--- config.mk ---
export PLATFORM = sky130hd
export DESIGN_NAME = alu_seq
export DESIGN_NICKNAME = d
export VERILOG_FILES = /design/src/rtl/alu_seq.sv
export SDC_FILE = /design/constraint.sdc
export NUM_CORES = 1
export LEC_CHECK = 0
export BUFFER_PORTS_ARGS = -buffer_cell sky130_fd_sc_hd__buf_2
export CAP_MARGIN = 10
export CORE_AREA = 2 2 181 183
export CTS_CLUSTER_SIZE = 25
export DETAILED_ROUTE_END_ITERATION = 8
export DIE_AREA = 0 0 183 185
export PLACE_DENSITY = 0.48
export RECOVER_POWER = 50
export SETUP_SLACK_MARGIN = 0.05
export SYNTH_ARGS = -nofsm -noshare
export SYNTH_HDL_FRONTEND = slang
export SYNTH_SLANG_ARGS = --single-unit
--- constraint.sdc ---
create_clock -name clk -period 3.8 [get_ports clk]
set_input_delay 0.76 -clock clk [delete_from_list [all_inputs] [get_ports clk]]
set_output_delay 0.76 -clock clk [all_outputs]
set_load 0.01 [all_outputs]
--- src/rtl/alu_seq.sv ---
// alu_seq: handshaked, parameterised ALU between operand fetch and writeback.
// Single-cycle ops resolve at accept. Iterative shifts and MUL step once per
// cycle in BUSY. The result and flags are registered and held in DONE until
// the consumer takes them.
module alu_seq #(
    parameter int WIDTH      = 16,
    parameter bit ITER_SHIFT = 1'b1,
    parameter bit ENABLE_MUL = 1'b1
) (
    input  logic             clk,
    input  logic             rst_n,
    input  logic             in_valid,
    output logic             in_ready,
    input  logic [3:0]       func,
    input  logic [WIDTH-1:0] a,
    input  logic [WIDTH-1:0] b,
    output logic             out_valid,
    input  logic             out_ready,
    output logic [WIDTH-1:0] out,
    output logic             flag_z,
    output logic             flag_n,
    output logic             flag_c,
    output logic             flag_v,
    output logic             illegal
);

    localparam int SH_W = $clog2(WIDTH) + 1;
    localparam logic [SH_W-1:0] SH_MAX = SH_W'(WIDTH);

    localparam logic [3:0] OP_NAND = 4'd0;
    localparam logic [3:0] OP_AND  = 4'd1;
    localparam logic [3:0] OP_NOR  = 4'd2;
    localparam logic [3:0] OP_OR   = 4'd3;
    localparam logic [3:0] OP_ADD  = 4'd4;
    localparam logic [3:0] OP_SUB  = 4'd5;
    localparam logic [3:0] OP_XOR  = 4'd6;
    localparam logic [3:0] OP_SL   = 4'd7;
    localparam logic [3:0] OP_SR   = 4'd8;
    localparam logic [3:0] OP_SRA  = 4'd9;
    localparam logic [3:0] OP_MUL  = 4'd10;

    typedef enum logic [1:0] {S_IDLE, S_BUSY, S_DONE} state_t;

    state_t            state_q, state_d;
    logic [3:0]        func_q, func_d;
    logic [WIDTH-1:0]  work_q, work_d;     // shift operand / MUL multiplicand
    logic [WIDTH-1:0]  mplier_q, mplier_d; // MUL multiplier, consumed LSB first
    logic [WIDTH-1:0]  acc_q, acc_d;       // MUL partial product
    logic [SH_W-1:0]   cnt_q, cnt_d;
    logic [WIDTH-1:0]  out_q, out_d;
    logic              z_q, z_d, n_q, n_d, c_q, c_d, v_q, v_d, ill_q, ill_d;

    // Request decode and single-cycle result, computed from the live inputs
    logic [SH_W-1:0]   sh_n;
    logic [WIDTH-1:0]  res1;
    logic              c1, v1, ill1, is_shift, is_mul;

    always_comb begin
        sh_n     = (b[SH_W-1:0] > SH_MAX) ? SH_MAX : b[SH_W-1:0];
        res1     = '0;
        c1       = 1'b0;
        v1       = 1'b0;
        ill1     = 1'b0;
        is_shift = 1'b0;
        is_mul   = 1'b0;
        case (func)
            OP_NAND: res1 = ~(a & b);
            OP_AND:  res1 = a & b;
            OP_NOR:  res1 = ~(a | b);
            OP_OR:   res1 = a | b;
            OP_XOR:  res1 = a ^ b;
            OP_ADD: begin
                {c1, res1} = {1'b0, a} + {1'b0, b};
                v1 = (a[WIDTH-1] == b[WIDTH-1]) && (res1[WIDTH-1] != a[WIDTH-1]);
            end
            OP_SUB: begin
                // Top bit of the (WIDTH+1)-bit difference is the borrow (a < b)
                {c1, res1} = {1'b0, a} - {1'b0, b};
                v1 = (a[WIDTH-1] != b[WIDTH-1]) && (res1[WIDTH-1] != a[WIDTH-1]);
            end
            OP_SL, OP_SR, OP_SRA: begin
                is_shift = 1'b1;
                // Iterative build only resolves n == 0 here, which is identity
                if (ITER_SHIFT)            res1 = a;
                else if (func == OP_SL)    res1 = a << sh_n;
                else if (func == OP_SR)    res1 = a >> sh_n;
                else                       res1 = $signed(a) >>> sh_n;
            end
            OP_MUL: begin
                is_mul = ENABLE_MUL;
                ill1   = !ENABLE_MUL;
            end
            default: ill1 = 1'b1;
        endcase
    end

    // One BUSY step: shift the work register by one bit, or do one shift-add
    logic [WIDTH-1:0] work_step, acc_step;

    always_comb begin
        acc_step = acc_q;
        case (func_q)
            OP_SL:   work_step = {work_q[WIDTH-2:0], 1'b0};
            OP_SR:   work_step = {1'b0, work_q[WIDTH-1:1]};
            OP_SRA:  work_step = {work_q[WIDTH-1], work_q[WIDTH-1:1]};
            default: begin
                work_step = {work_q[WIDTH-2:0], 1'b0};
                if (mplier_q[0]) acc_step = acc_q + work_q;
            end
        endcase
    end

    // FSM next state, datapath registers and result/flag capture
    always_comb begin
        state_d  = state_q;
        func_d   = func_q;
        work_d   = work_q;
        mplier_d = mplier_q;
        acc_d    = acc_q;
        cnt_d    = cnt_q;
        out_d    = out_q;
        z_d      = z_q;
        n_d      = n_q;
        c_d      = c_q;
        v_d      = v_q;
        ill_d    = ill_q;
        case (state_q)
            S_IDLE: begin
                if (in_valid && in_ready) begin
                    func_d = func;
                    if (is_mul) begin
                        work_d   = a;
                        mplier_d = b;
                        acc_d    = '0;
                        cnt_d    = SH_MAX;
                        state_d  = S_BUSY;
                    end else if (ITER_SHIFT && is_shift && sh_n != '0) begin
                        work_d  = a;
                        cnt_d   = sh_n;
                        state_d = S_BUSY;
                    end else begin
                        out_d   = ill1 ? '0 : res1;
                        z_d     = (out_d == '0);
                        n_d     = out_d[WIDTH-1];
                        c_d     = c1 && !ill1;
                        v_d     = v1 && !ill1;
                        ill_d   = ill1;
                        state_d = S_DONE;
                    end
                end
            end
            S_BUSY: begin
                work_d   = work_step;
                acc_d    = acc_step;
                mplier_d = {1'b0, mplier_q[WIDTH-1:1]};
                cnt_d    = cnt_q - 1'b1;
                if (cnt_q == SH_W'(1)) begin
                    out_d   = (func_q == OP_MUL) ? acc_step : work_step;
                    z_d     = (out_d == '0);
                    n_d     = out_d[WIDTH-1];
                    c_d     = 1'b0;
                    v_d     = 1'b0;
                    ill_d   = 1'b0;
                    state_d = S_DONE;
                end
            end
            S_DONE: begin
                if (out_ready) state_d = S_IDLE;
            end
            default: state_d = S_IDLE;
        endcase
    end

    // State and datapath registers, synchronous active-low reset
    always_ff @(posedge clk) begin
        if (!rst_n) begin
            state_q  <= S_IDLE;
            func_q   <= '0;
            work_q   <= '0;
            mplier_q <= '0;
            acc_q    <= '0;
            cnt_q    <= '0;
            out_q    <= '0;
            z_q      <= 1'b0;
            n_q      <= 1'b0;
            c_q      <= 1'b0;
            v_q      <= 1'b0;
            ill_q    <= 1'b0;
        end else begin
            state_q  <= state_d;
            func_q   <= func_d;
            work_q   <= work_d;
            mplier_q <= mplier_d;
            acc_q    <= acc_d;
            cnt_q    <= cnt_d;
            out_q    <= out_d;
            z_q      <= z_d;
            n_q      <= n_d;
            c_q      <= c_d;
            v_q      <= v_d;
            ill_q    <= ill_d;
        end
    end

    assign in_ready  = rst_n && (state_q == S_IDLE);
    assign out_valid = (state_q == S_DONE);
    assign out       = out_q;
    assign flag_z    = z_q;
    assign flag_n    = n_q;
    assign flag_c    = c_q;
    assign flag_v    = v_q;
    assign illegal   = ill_q;

endmodule

==> summary.md, run 1 <==
| Metric | Value |
|---|---|
| Status | `finished, final reports clean` |
| Cells on Worst Hold Path | `2` |
| Routability congestion estimate from global placement | `0.901` |
| HPWL Detailed | `22.9 mm` |
| Setup TNS | `0 ns` |
| Number of enable flip-flop cells after synthesis | `0` |
| Terminating pin of the worst hold path | `out[7]` |
| Detailed-route vias per instance | `5.30` |
| Tightest Hold Check Type | `reg -> reg` |
| Number of top-level design ports | `63` |
| Hold WS | `0.454 ns` |
| Floorplan core area | `32000 µm²` |
| Portion of the clock cycle consumed by the worst path in the final layout | `93.0%` |
| Quantity of hold-fixing buffers added after cts | `0` |
| Largest voltage drop on the vdd net | `0.220 mV` |
| Area of all sequential standard cells | `1580 µm²` |
| Synthesis-to-finish area growth | `16.1%` |
| Post-CTS setup repair buffer count | `0` |
| DP Cell Count | `1533` |
| Worst reg2reg setup slack | `0.57 ns` |
| Die outline area | `33900 µm²` |
| Worst r2r src | `work_q[0]` |
| Post-Synthesis Cell Area | `7850 µm²` |
| Die Span X | `183 µm` |
| WP data arrival | `3.80 ns` |
| Req. time, crit path | `4.06 ns` |
| Sort of element at the start of the critical path | `primary input` |
| Remaining global-route overflow | `0` |
| Standard-cell rows | `66` |
| Clock buffer count from CTS | `9` |
| Total wire length after detailed routing | `29.9 mm` |
| Clk buf depth | `2` |
| Via count | `8204` |
| Total number of H-tree levels | `3` |
| Gr usage total | `17.7%` |
| Number of instances in the synthesized netlist | `1077` |
| Wire length per cell after detailed routing | `19.3 µm` |
| Net count after synthesis | `1186` |
| Shortest clock period the worst path allows after layout | `3.53 ns` |
| Clock tree from TritonCTS | `yes` |
| Fraction of layout cells with a size suffix above 1 | `13.9%` |
| Register bit total from synthesis | `79` |
| Post-synth cell types | `94` |
| Maximum achievable frequency | `283 MHz` |
| Wire length of the first global-routing pass | `46.4 mm` |
| Final hold viol count | `0` |
| Cell chosen for the clock root | `clkbuf_16` |
| Number of global-route vias before repair | `7816` |
| Top FF cell, synth | `dfxtp_1` |
| Number of cells upsized or downsized after cts | `0` |
| Starting Density | `24.5%` |
| Number of detailed-routing iterations run before antenna repair | `5` |
| Endpoint of the worst-slack reg-to-reg timing path | `flag_z` |
| Reported max-cap violation count | `0` |
| Clock latency on the worst-skew pair | `0.37 ns` |
| Worst Path Class, Setup | `in -> reg` |
| Final-report max-slew violation count | `0` |
| Most repeated cell in the gate-level netlist after synthesis | `nor2_1` |
| Unrepaired setup endpoints after global routing | `no` |
| DIE HEIGHT | `185 µm` |
| Final nets | `1245` |
| Final-report setup violation count | `0` |
| Dominant cells by area after synthesis | `dfxtp_1 (20%), ha_1 (11%), nor2_1 (7.4%), a21oi_1 (6.1%), a211oi_1 (5.3%)` |
| Clock slew at reported path FFs | `0.08 ns` |
| Switching power share of the total | `37.2%` |
| I/O Buffers | `62` |
| Switch Pwr | `1.03 mW` |
| Critical Path End Type | `register` |
| Largest fanout on the critical path | `8` |
| Library cell with the largest summed area after synthesis | `dfxtp_1` |
| Remaining antenna violation count | `0` |
| Internal power | `1.74 mW` |
| Proportion of power drawn by flip-flops and latches | `33.3%` |
| Pleak | `3.67 nW` |
| Async S/R FF share, synth | `0%` |
| Clock sink total | `79` |
| Multi-input logic area | `5750 µm²` |
| Number of inserted diodes | `0` |
| Worst-case clock skew | `0.0196 ns` |
| Final critical-path setup slack | `0.267 ns` |
| Synth cell count leaders | `nor2_1 (155), a21oi_1 (96), nand2_1 (82), dfxtp_1 (79), ha_1 (66)` |
| Synth warn | `0` |
| Filler instances | `3563` |
| Number of cells in the finished layout apart from fillers | `1549` |
| Power share of the combinational group | `32.2%` |
| Sequential element share of the synthesized area | `20.2%` |
| Pre-CTS worst setup slack | `-0.00158 ns` |
| Yosys top cell area share | `20.2%` |
| Start point of the worst min-delay path | `out[7]` |
| Maximum number of pins on one net before global-route repair | `68` |
| Part of the total power dissipated in the clock network | `34.4%` |
| Initial DRC Count | `604` |
| Avg Inst Size Synth | `7.28 µm²` |
| Antenna violations before repair | `3` |
| DRC violations left | `0` |
| Power density relative to cell area | `304 nW/µm²` |
| Cell count of the worst reg-to-reg path | `12` |
| Headroom to the max-slew limit | `26.3%` |
| Slew at the pin closest to its max-slew limit | `1.09 ns` |
[power by group through the flow]
stage	clock network (mW)	logic, mW	registers [mW]
after floorplan	0	0.591	0.929
after global placement	0	0.891	0.942
after detailed placement	0	0.889	0.943
after CTS	0.982	0.894	0.923
after global routing	1.01	0.982	0.931
final	0.953	0.893	0.923
[layout make-up]
class	instances	share of cell area, %
Clock inverter	7	0.865
Tap cell	408	5.60
Timing Repair Buffer	120	8.13
Clock buffer	9	2.47
Inverter	59	2.43
Multi-Input combinational cell	867	63.1
Sequential cell	79	17.4
[through the flow]
step | utilization, % | area, µm² | total power, mW
floorplan | - | 7850 | 1.52
global placement | 27.6 | 8860 | 1.83
detailed placement | 27.6 | 8860 | 1.83
CTS | 28.6 | 9160 | 2.80
global route | 28.4 | 9110 | 2.93
finish | 28.4 | 9110 | 2.77
[state kept, by name, indices dropped and copies added (netlist names)]
| register | count |
|---|---|
| acc_q | 16 |
| cnt_q | 5 |
| flag_c | 1 |
| flag_v | 1 |
| flag_z | 1 |
| func_q | 4 |
| illegal | 1 |
| mplier_q | 16 |
| out | 16 |
| state_q | 2 |
| work_q | 16 |
[logic make-up after synthesis]
kind of cell	share of synthesized area, %
flip-flops	20.2
buffers and inverters	6.79
multiplexers	5.04
AO/OA/AOI/OAI	31.2
AND/OR/NAND/NOR	23.3
adder cells (fa/ha/maj)	11.3
XOR/XNOR	2.23
[layout by cell type, fill, tap and decap left out, drive strengths merged, types with 5 or more instances in the layout]
master,instances
mux2i,26
and3,5
nand3,27
clkbuf,36
o221a,6
nor4,6
nand2b,9
a31o,6
o21bai,8
mux2,12
o31ai,12
o211ai,12
a21o,8
nand2,82
or2,5
ha,66
dfxtp,79
o21a,6
and2,9
o21ai,47
inv,60
xnor2,16
or3,6
a221o,6
a211oi,59
nor3,40
a31oi,28
buf,93
o311ai,5
nor2,156
a21oi,96
nor2b,15
[metal layers]
layer | part of all wire [%] | vias up | GRT usage [%]
met4 | 1.9 | 2 | 4.70
met2 | 44 | 208 | 28.7
li1 | - | 4054 | -
met5 | 0.043 | - | 0
met3 | 4.2 | 34 | 2.40
met1 | 49 | 3906 | 24.5
[how the worst max path moves through the flow]
| stage | start | end |
|---|---|---|
| 2_1_floorplan | b[1] | flag_z |
| 3_3_place_gp | b[3] | out[15] |
| 3_5_place_dp | b[3] | out[15] |
| 4_1_cts | b[3] | out[15] |
| 5_1_grt | a[0] | out[12] |
| 6_report | b[3] | out[15] |
[worst max-delay path, stage by stage]
cell and delay [ns]:
buf_2 0.13, inv_1 0.08, ha_1 0.48, o211a_1 0.22, a22oi_2 0.12, a211oi_2 0.35
o31ai_2 0.11, a2111oi_0 0.70, a211oi_2 0.15, mux2i_1 0.15, a21oi_1 0.24, nor2_1 0.07
o221a_1 0.24
No activity file was read; power rests on OpenSTA's default activity.
==> run 2, diff against run 1 <==
==> config.mk (replaced) <==
export PLATFORM = sky130hd
export DESIGN_NAME = alu_seq
export DESIGN_NICKNAME = d
export VERILOG_FILES = /design/src/rtl/alu_seq.sv
export SDC_FILE = /design/constraint.sdc
export NUM_CORES = 1
export LEC_CHECK = 0
export BUFFER_PORTS_ARGS = -buffer_cell sky130_fd_sc_hd__buf_4
export CAP_MARGIN = 10
export CORE_AREA = 2 2 116 118
export CTS_CLUSTER_SIZE = 25
export DETAILED_ROUTE_END_ITERATION = 8
export DIE_AREA = 0 0 118 120
export PLACE_DENSITY = 0.89
export RECOVER_POWER = 50
export SETUP_SLACK_MARGIN = 0.05
export SYNTH_ARGS = -nofsm -noshare
export SYNTH_HDL_FRONTEND = slang
export SYNTH_SLANG_ARGS = --single-unit
==> run 2 against run 1 <==
Non-clock buffer count fell by 25; routed wire length decreased by 18%; first-iteration DRC count is 65% higher; clock power increased by 0.5%; critical path type unchanged; critical endpoint is now work_q[11]; largest cell class unchanged; highest routed layer is now met4.
==> summary.md, run 2 (synthesis results as in run 1) <==
| Metric | Value |
|---|---|
| Status | `finished, final reports clean` |
| CP delay by family, top | `compound AO/OA/AOI/OAI gates` |
| Detailed-route vias per instance | `6.60` |
| Post-CTS setup repair buffer count | `0` |
| Proportion of power drawn by flip-flops and latches | `33.8%` |
| Part of the total power dissipated in the clock network | `35.0%` |
| HPWL Detailed | `17.7 mm` |
| Worst Path Class, Setup | `in -> reg` |
| Clock slew at reported path FFs | `0.07 ns` |
| Cell chosen for the clock root | `clkbuf_16` |
| Quantity of hold-fixing buffers added after cts | `0` |
| Req. time, crit path | `4.01 ns` |
| Clock latency on the worst-skew pair | `0.37 ns` |
| Wire length of the first global-routing pass | `40.4 mm` |
| Fraction of layout cells with a size suffix above 1 | `12.1%` |
| Setup TNS | `0 ns` |
| Most common cell type on the critical path | `nand2_1` |
| Antenna violations before repair | `0` |
| Critical Path End Type | `register` |
| Final hold viol count | `0` |
| Bufs and invs on worst path | `2` |
| Final critical-path setup slack | `0.340 ns` |
| Total number of H-tree levels | `3` |
| Unrepaired setup endpoints after global routing | `no` |
| Number of detailed-routing iterations run before antenna repair | `6` |
| Largest voltage drop on the vdd net | `0.205 mV` |
| Filler instances | `1151` |
| Final-report setup violation count | `0` |
| Floorplan core area | `13000 µm²` |
| Initial DRC Count | `999` |
| Synthesis-to-finish area growth | `11.5%` |
| Slowest cell on crit path | `o21bai_1` |
| Final nets | `1220` |
| Die Span X | `118 µm` |
| Wire length per cell after detailed routing | `19.0 µm` |
| Gr usage total | `35.1%` |
| Tightest Hold Check Type | `reg -> reg` |
| Clock buffer count from CTS | `9` |
| I/O Buffers | `62` |
| Routability congestion estimate from global placement | `0.967` |
| Maximum number of pins on one net before global-route repair | `68` |
| Pre-CTS worst setup slack | `0.113 ns` |
| Internal power | `1.74 mW` |
| Maximum achievable frequency | `289 MHz` |
| Number of top-level design ports | `63` |
| DRC violations left | `0` |
| Clk buf depth | `2` |
| Portion of the clock cycle consumed by the worst path in the final layout | `91.0%` |
| Starting Density | `60.4%` |
| Standard-cell rows | `42` |
| Cell count of the worst reg-to-reg path | `12` |
| Number of global-route vias before repair | `7916` |
| Clock sink total | `79` |
| Reported max-cap violation count | `0` |
| WP data arrival | `3.67 ns` |
| Worst-case clock skew | `0.0115 ns` |
| Headroom to the max-slew limit | `26.8%` |
| Final-report max-slew violation count | `0` |
| Delay of the slowest critical-path stage | `0.89 ns` |
| Sort of element at the start of the critical path | `primary input` |
| Via count | `8531` |
| DIE HEIGHT | `120 µm` |
| Number of inserted diodes | `0` |
| Power share of the combinational group | `31.2%` |
| Power density relative to cell area | `313 nW/µm²` |
| Switching power share of the total | `36.5%` |
| Cells on Worst Hold Path | `2` |
| Count of cell instances traversed by the critical path | `9` |
| Number of cells upsized or downsized after cts | `0` |
| Pleak | `3.60 nW` |
| Slew at the pin closest to its max-slew limit | `1.10 ns` |
| Clock tree from TritonCTS | `yes` |
| Most common library cell in the layout ignoring fill and taps | `nor2_1` |
| Total wire length after detailed routing | `24.6 mm` |
| Remaining global-route overflow | `0` |
| Commonest non-fill, non-tap cells in the layout | `nor2_1 (155), a21oi_1 (96), nand2_1 (82)` |
| Remaining antenna violation count | `0` |
| Shortest clock period the worst path allows after layout | `3.46 ns` |
| Switch Pwr | `999 µW` |
| Largest fanout on the critical path | `52` |
| Die outline area | `14200 µm²` |
| Critical-path cell list | `buf_4, nand2_1, o21bai_1, nand2_1, a21boi_0, buf_12, mux2_2, nor2_1, a211oi_1` |
[run 2: through the flow]
| stage | instances | util (%) | hold WS (ns) | cell area [µm²] | power (mW) |
|---|---|---|---|---|---|
| 6_report | 1292 | 67.4 | 0.455 | 8740 | 2.74 |
| 5_1_grt | 1292 | 67.4 | 0.463 | 8740 | 2.85 |
| 4_1_cts | 1292 | 68.1 | 0.456 | 8840 | 2.72 |
| 3_5_place_dp | 1276 | 65.7 | 0.448 | 8530 | 1.78 |
| 3_3_place_gp | 1276 | 65.7 | 0.441 | 8530 | 1.77 |
| 2_1_floorplan | 1077 | - | 0.460 | 7850 | 1.52 |
[run 2: path summary, 6_finish.rpt]
check,from,endpoint,slack [ns]
worst max register to register,work_q[0],flag_z,0.64
worst min-delay path,out[3],out[3],0.46
worst min register to register,out[3],out[3],0.46
worst max-delay path,func[1],work_q[11],0.34
[run 2: per-layer routing]
metal  track usage (%)  share of wire, %  vias up
met5                 0                 0        -
met4              14.8               3.8        0
met3              7.65                10       86
met2              54.5                44      497
met1              47.0                43     3940
li1                  -                 -     4008
[run 2: worst min-delay path, cell delays in order (launching register included)]
cell and delay, ns:
dfxtp_1 0.31, nand2_1 0.05, a21oi_1 0.05
[run 2: final cells by class]
type | count | area, µm² | share of cell area [%]
Multi-Input combinational cell | 867 | 5750 | 65.7
Sequential cell | 79 | 1580 | 18.1
Timing Repair Buffer | 95 | 661 | 7.55
Clock buffer | 9 | 225 | 2.58
Inverter | 59 | 221 | 2.53
Tap cell | 176 | 220 | 2.52
Clock inverter | 7 | 87.6 | 1.00
[run 2: power groups by stage]
stage / Sequential, mW / Clock [mW] / Combinational, mW
finish: 0.923 / 0.958 / 0.854
global placement: 0.939 / 0 / 0.828
CTS: 0.921 / 0.957 / 0.846
global route: 0.928 / 0.989 / 0.938
detailed placement: 0.940 / 0 / 0.840
floorplan: 0.929 / 0 / 0.591
==> run 3, diff against run 2 <==
--- a/config.mk
+++ b/config.mk
@@ -7,11 +7,11 @@
 export LEC_CHECK = 0
 export BUFFER_PORTS_ARGS = -buffer_cell sky130_fd_sc_hd__buf_4
 export CAP_MARGIN = 10
-export CORE_AREA = 2 2 116 118
+export CORE_AREA = 2 2 83 165
 export CTS_CLUSTER_SIZE = 25
 export DETAILED_ROUTE_END_ITERATION = 8
-export DIE_AREA = 0 0 118 120
-export PLACE_DENSITY = 0.89
+export DIE_AREA = 0 0 85 167
+export PLACE_DENSITY = 0.88
 export RECOVER_POWER = 50
 export SETUP_SLACK_MARGIN = 0.05
 export SYNTH_ARGS = -nofsm -noshare
==> constraint.sdc (replaced) <==
create_clock -name clk -period 3.95 [get_ports clk]
set_input_delay 0.79 -clock clk [delete_from_list [all_inputs] [get_ports clk]]
set_output_delay 0.79 -clock clk [all_outputs]
set_load 0.01 [all_outputs]
==> run 3 against run 2 <==
Register-to-register slack gained 0.10 ns; first-iteration DRC count is 23% lower; power is 3.3% lower; critical endpoint is now flag_c; final area is 0.46% lower.
==> summary.md, run 3 (synthesis results as in run 1) <==
| Metric | Value |
|---|---|
| Status | `finished, final reports clean` |
| Worst Path Class, Setup | `in -> reg` |
| Starting Density | `60.7%` |
| Synthesis-to-finish area growth | `11.0%` |
| Most crowded layer after global routing | `met2` |
| Clock tree from TritonCTS | `yes` |
| Number of top-level design ports | `63` |
| Delay of the slowest critical-path stage | `0.94 ns` |
| Remaining global-route overflow | `0` |
| Non-Filler Cell Area, Final | `8700 µm²` |
| Number of detailed-routing iterations run before antenna repair | `6` |
| Shortest clock period the worst path allows after layout | `3.69 ns` |
| Number of cells in the finished layout apart from fillers | `1268` |
| Met3 Track Usage GR | `4.06%` |
| Final-report max-slew violation count | `0` |
| Maximum number of pins on one net before global-route repair | `68` |
| Floorplan core area | `12900 µm²` |
| Post-Place Cell Area | `8490 µm²` |
| Die outline area | `14200 µm²` |
| CP delay by family, top | `buffers and inverters` |
| Worst-case clock skew | `0.00885 ns` |
| Final hold viol count | `0` |
| DIE HEIGHT | `167 µm` |
| Detailed-route vias per instance | `6.88` |
| Antenna violations before repair | `0` |
| Slowest cell on crit path | `clkbuf_1` |
| Initial DRC Count | `766` |
| Largest voltage drop on the vdd net | `0.281 mV` |
| Headroom to the max-slew limit | `16.8%` |
| Number of inserted diodes | `0` |
| Die Span X | `85 µm` |
| Utilization after layout | `67.4%` |
| Wire length of the first global-routing pass | `41.7 mm` |
| GRT met1 Usage | `38.0%` |
| Standard-cell rows | `59` |
| Maximum achievable frequency | `271 MHz` |
| Req. time, crit path | `4.21 ns` |
| Critical-path cell list | `buf_4, nand2b_1, o21bai_2, nand2_1, a31oi_1, clkbuf_1, nand2_1, nand2_1, nand2_1, a31oi_1` |
| Total wire length after detailed routing | `26.6 mm` |
| Pleak | `3.59 nW` |
| Clk buf depth | `2` |
| Largest fanout on the critical path | `34` |
| Number of cells upsized or downsized after cts | `0` |
| Fraction of layout cells with a size suffix above 1 | `12.1%` |
| HPWL Detailed | `19.7 mm` |
| Post-CTS setup repair buffer count | `0` |
| Power density relative to cell area | `304 nW/µm²` |
| Number of global-route vias before repair | `8467` |
| Remaining antenna violation count | `0` |
| Clock sink total | `79` |
| Final nets | `1220` |
| Cell chosen for the clock root | `clkbuf_16` |
| Sort of element at the start of the critical path | `primary input` |
| Bufs and invs on worst path | `2` |
| Clock buffer count from CTS | `9` |
| Most common cell type on the critical path | `nand2_1` |
| WP data arrival | `3.95 ns` |
| Tightest Hold Check Type | `reg -> reg` |
| Routability congestion estimate from global placement | `1.05` |
| Filler instances | `1104` |
| Setup TNS | `0 ns` |
| Critical Path End Type | `register` |
| Gr usage total | `36.6%` |
| Slew at the pin closest to its max-slew limit | `1.25 ns` |
| Worst reg2reg setup slack | `0.74 ns` |
| Final-report setup violation count | `0` |
| DP Cell Count | `1252` |
| Unrepaired setup endpoints after global routing | `no` |
| Clock latency on the worst-skew pair | `0.34 ns` |
| Via count | `8720` |
| I/O Buffers | `62` |
| Wire length per cell after detailed routing | `21.0 µm` |
| Clock slew at reported path FFs | `0.06 ns` |
| Commonest non-fill, non-tap cells in the layout | `nor2_1 (155), a21oi_1 (96), nand2_1 (82)` |
| Portion of the clock cycle consumed by the worst path in the final layout | `93.3%` |
| DRC violations left | `0` |
| Most common library cell in the layout ignoring fill and taps | `nor2_1` |
| Total number of H-tree levels | `3` |
| Routing usage on met2 | `63.5%` |
| Quantity of hold-fixing buffers added after cts | `0` |
| Reported max-cap violation count | `0` |
run 3: metal layers:
layer,wire [µm],part of all wire [%]
met5,0,0
met4,2350,8.8
met3,1780,6.7
met2,13300,50
met1,9160,34
run 3: layout make-up:
cell class              count  area (µm²)  area share [%]
inverters                  59         221            2.54
flip-flops and latches     79        1580            18.2
clock buffers              10         239            2.75
repair buffers             95         628            7.22
clock inverters             6        92.6            1.06
multi-input cells         867        5750            66.1
well taps                 152         190            2.18
run 3: final timing paths:
check                           startpoint       to  depth (start not counted)
worst max register to register   work_q[0]   flag_z                         12
worst max-delay path               func[0]   flag_c                         10
worst min-delay path               out[11]  out[11]                          2
worst min register to register     out[11]  out[11]                          2
run 3: through the flow:
stage,total power [mW],hold slack [ns],worst slack [ns]
floorplan,1.46,0.460,0.736
global placement,1.71,0.441,0.126
detailed placement,1.72,0.447,0.109
CTS,2.64,0.456,0.466
global route,2.76,0.478,0.229
finish,2.65,0.454,0.263
run 3: power breakdown:
group	internal (mW)	total (mW)	leakage [nW]	switching (mW)
sequential	0.843	0.890	0.642	0.0467
clock	0.574	0.919	0.155	0.345
combinational	0.321	0.837	2.80	0.516
run 3: worst register-to-register path, stage by stage, from the launching register on:
cell      delay (ns)
dfxtp_1         0.33
ha_1            0.25
fa_1            0.43
a21oi_1         0.32
o221ai_1        0.25
a41o_1          0.29
a31oi_1         0.23
xnor2_1         0.17
a21oi_1         0.11
o21ai_0         0.33
and2_1          0.19
nand4b_1        0.13
nand3_1         0.11
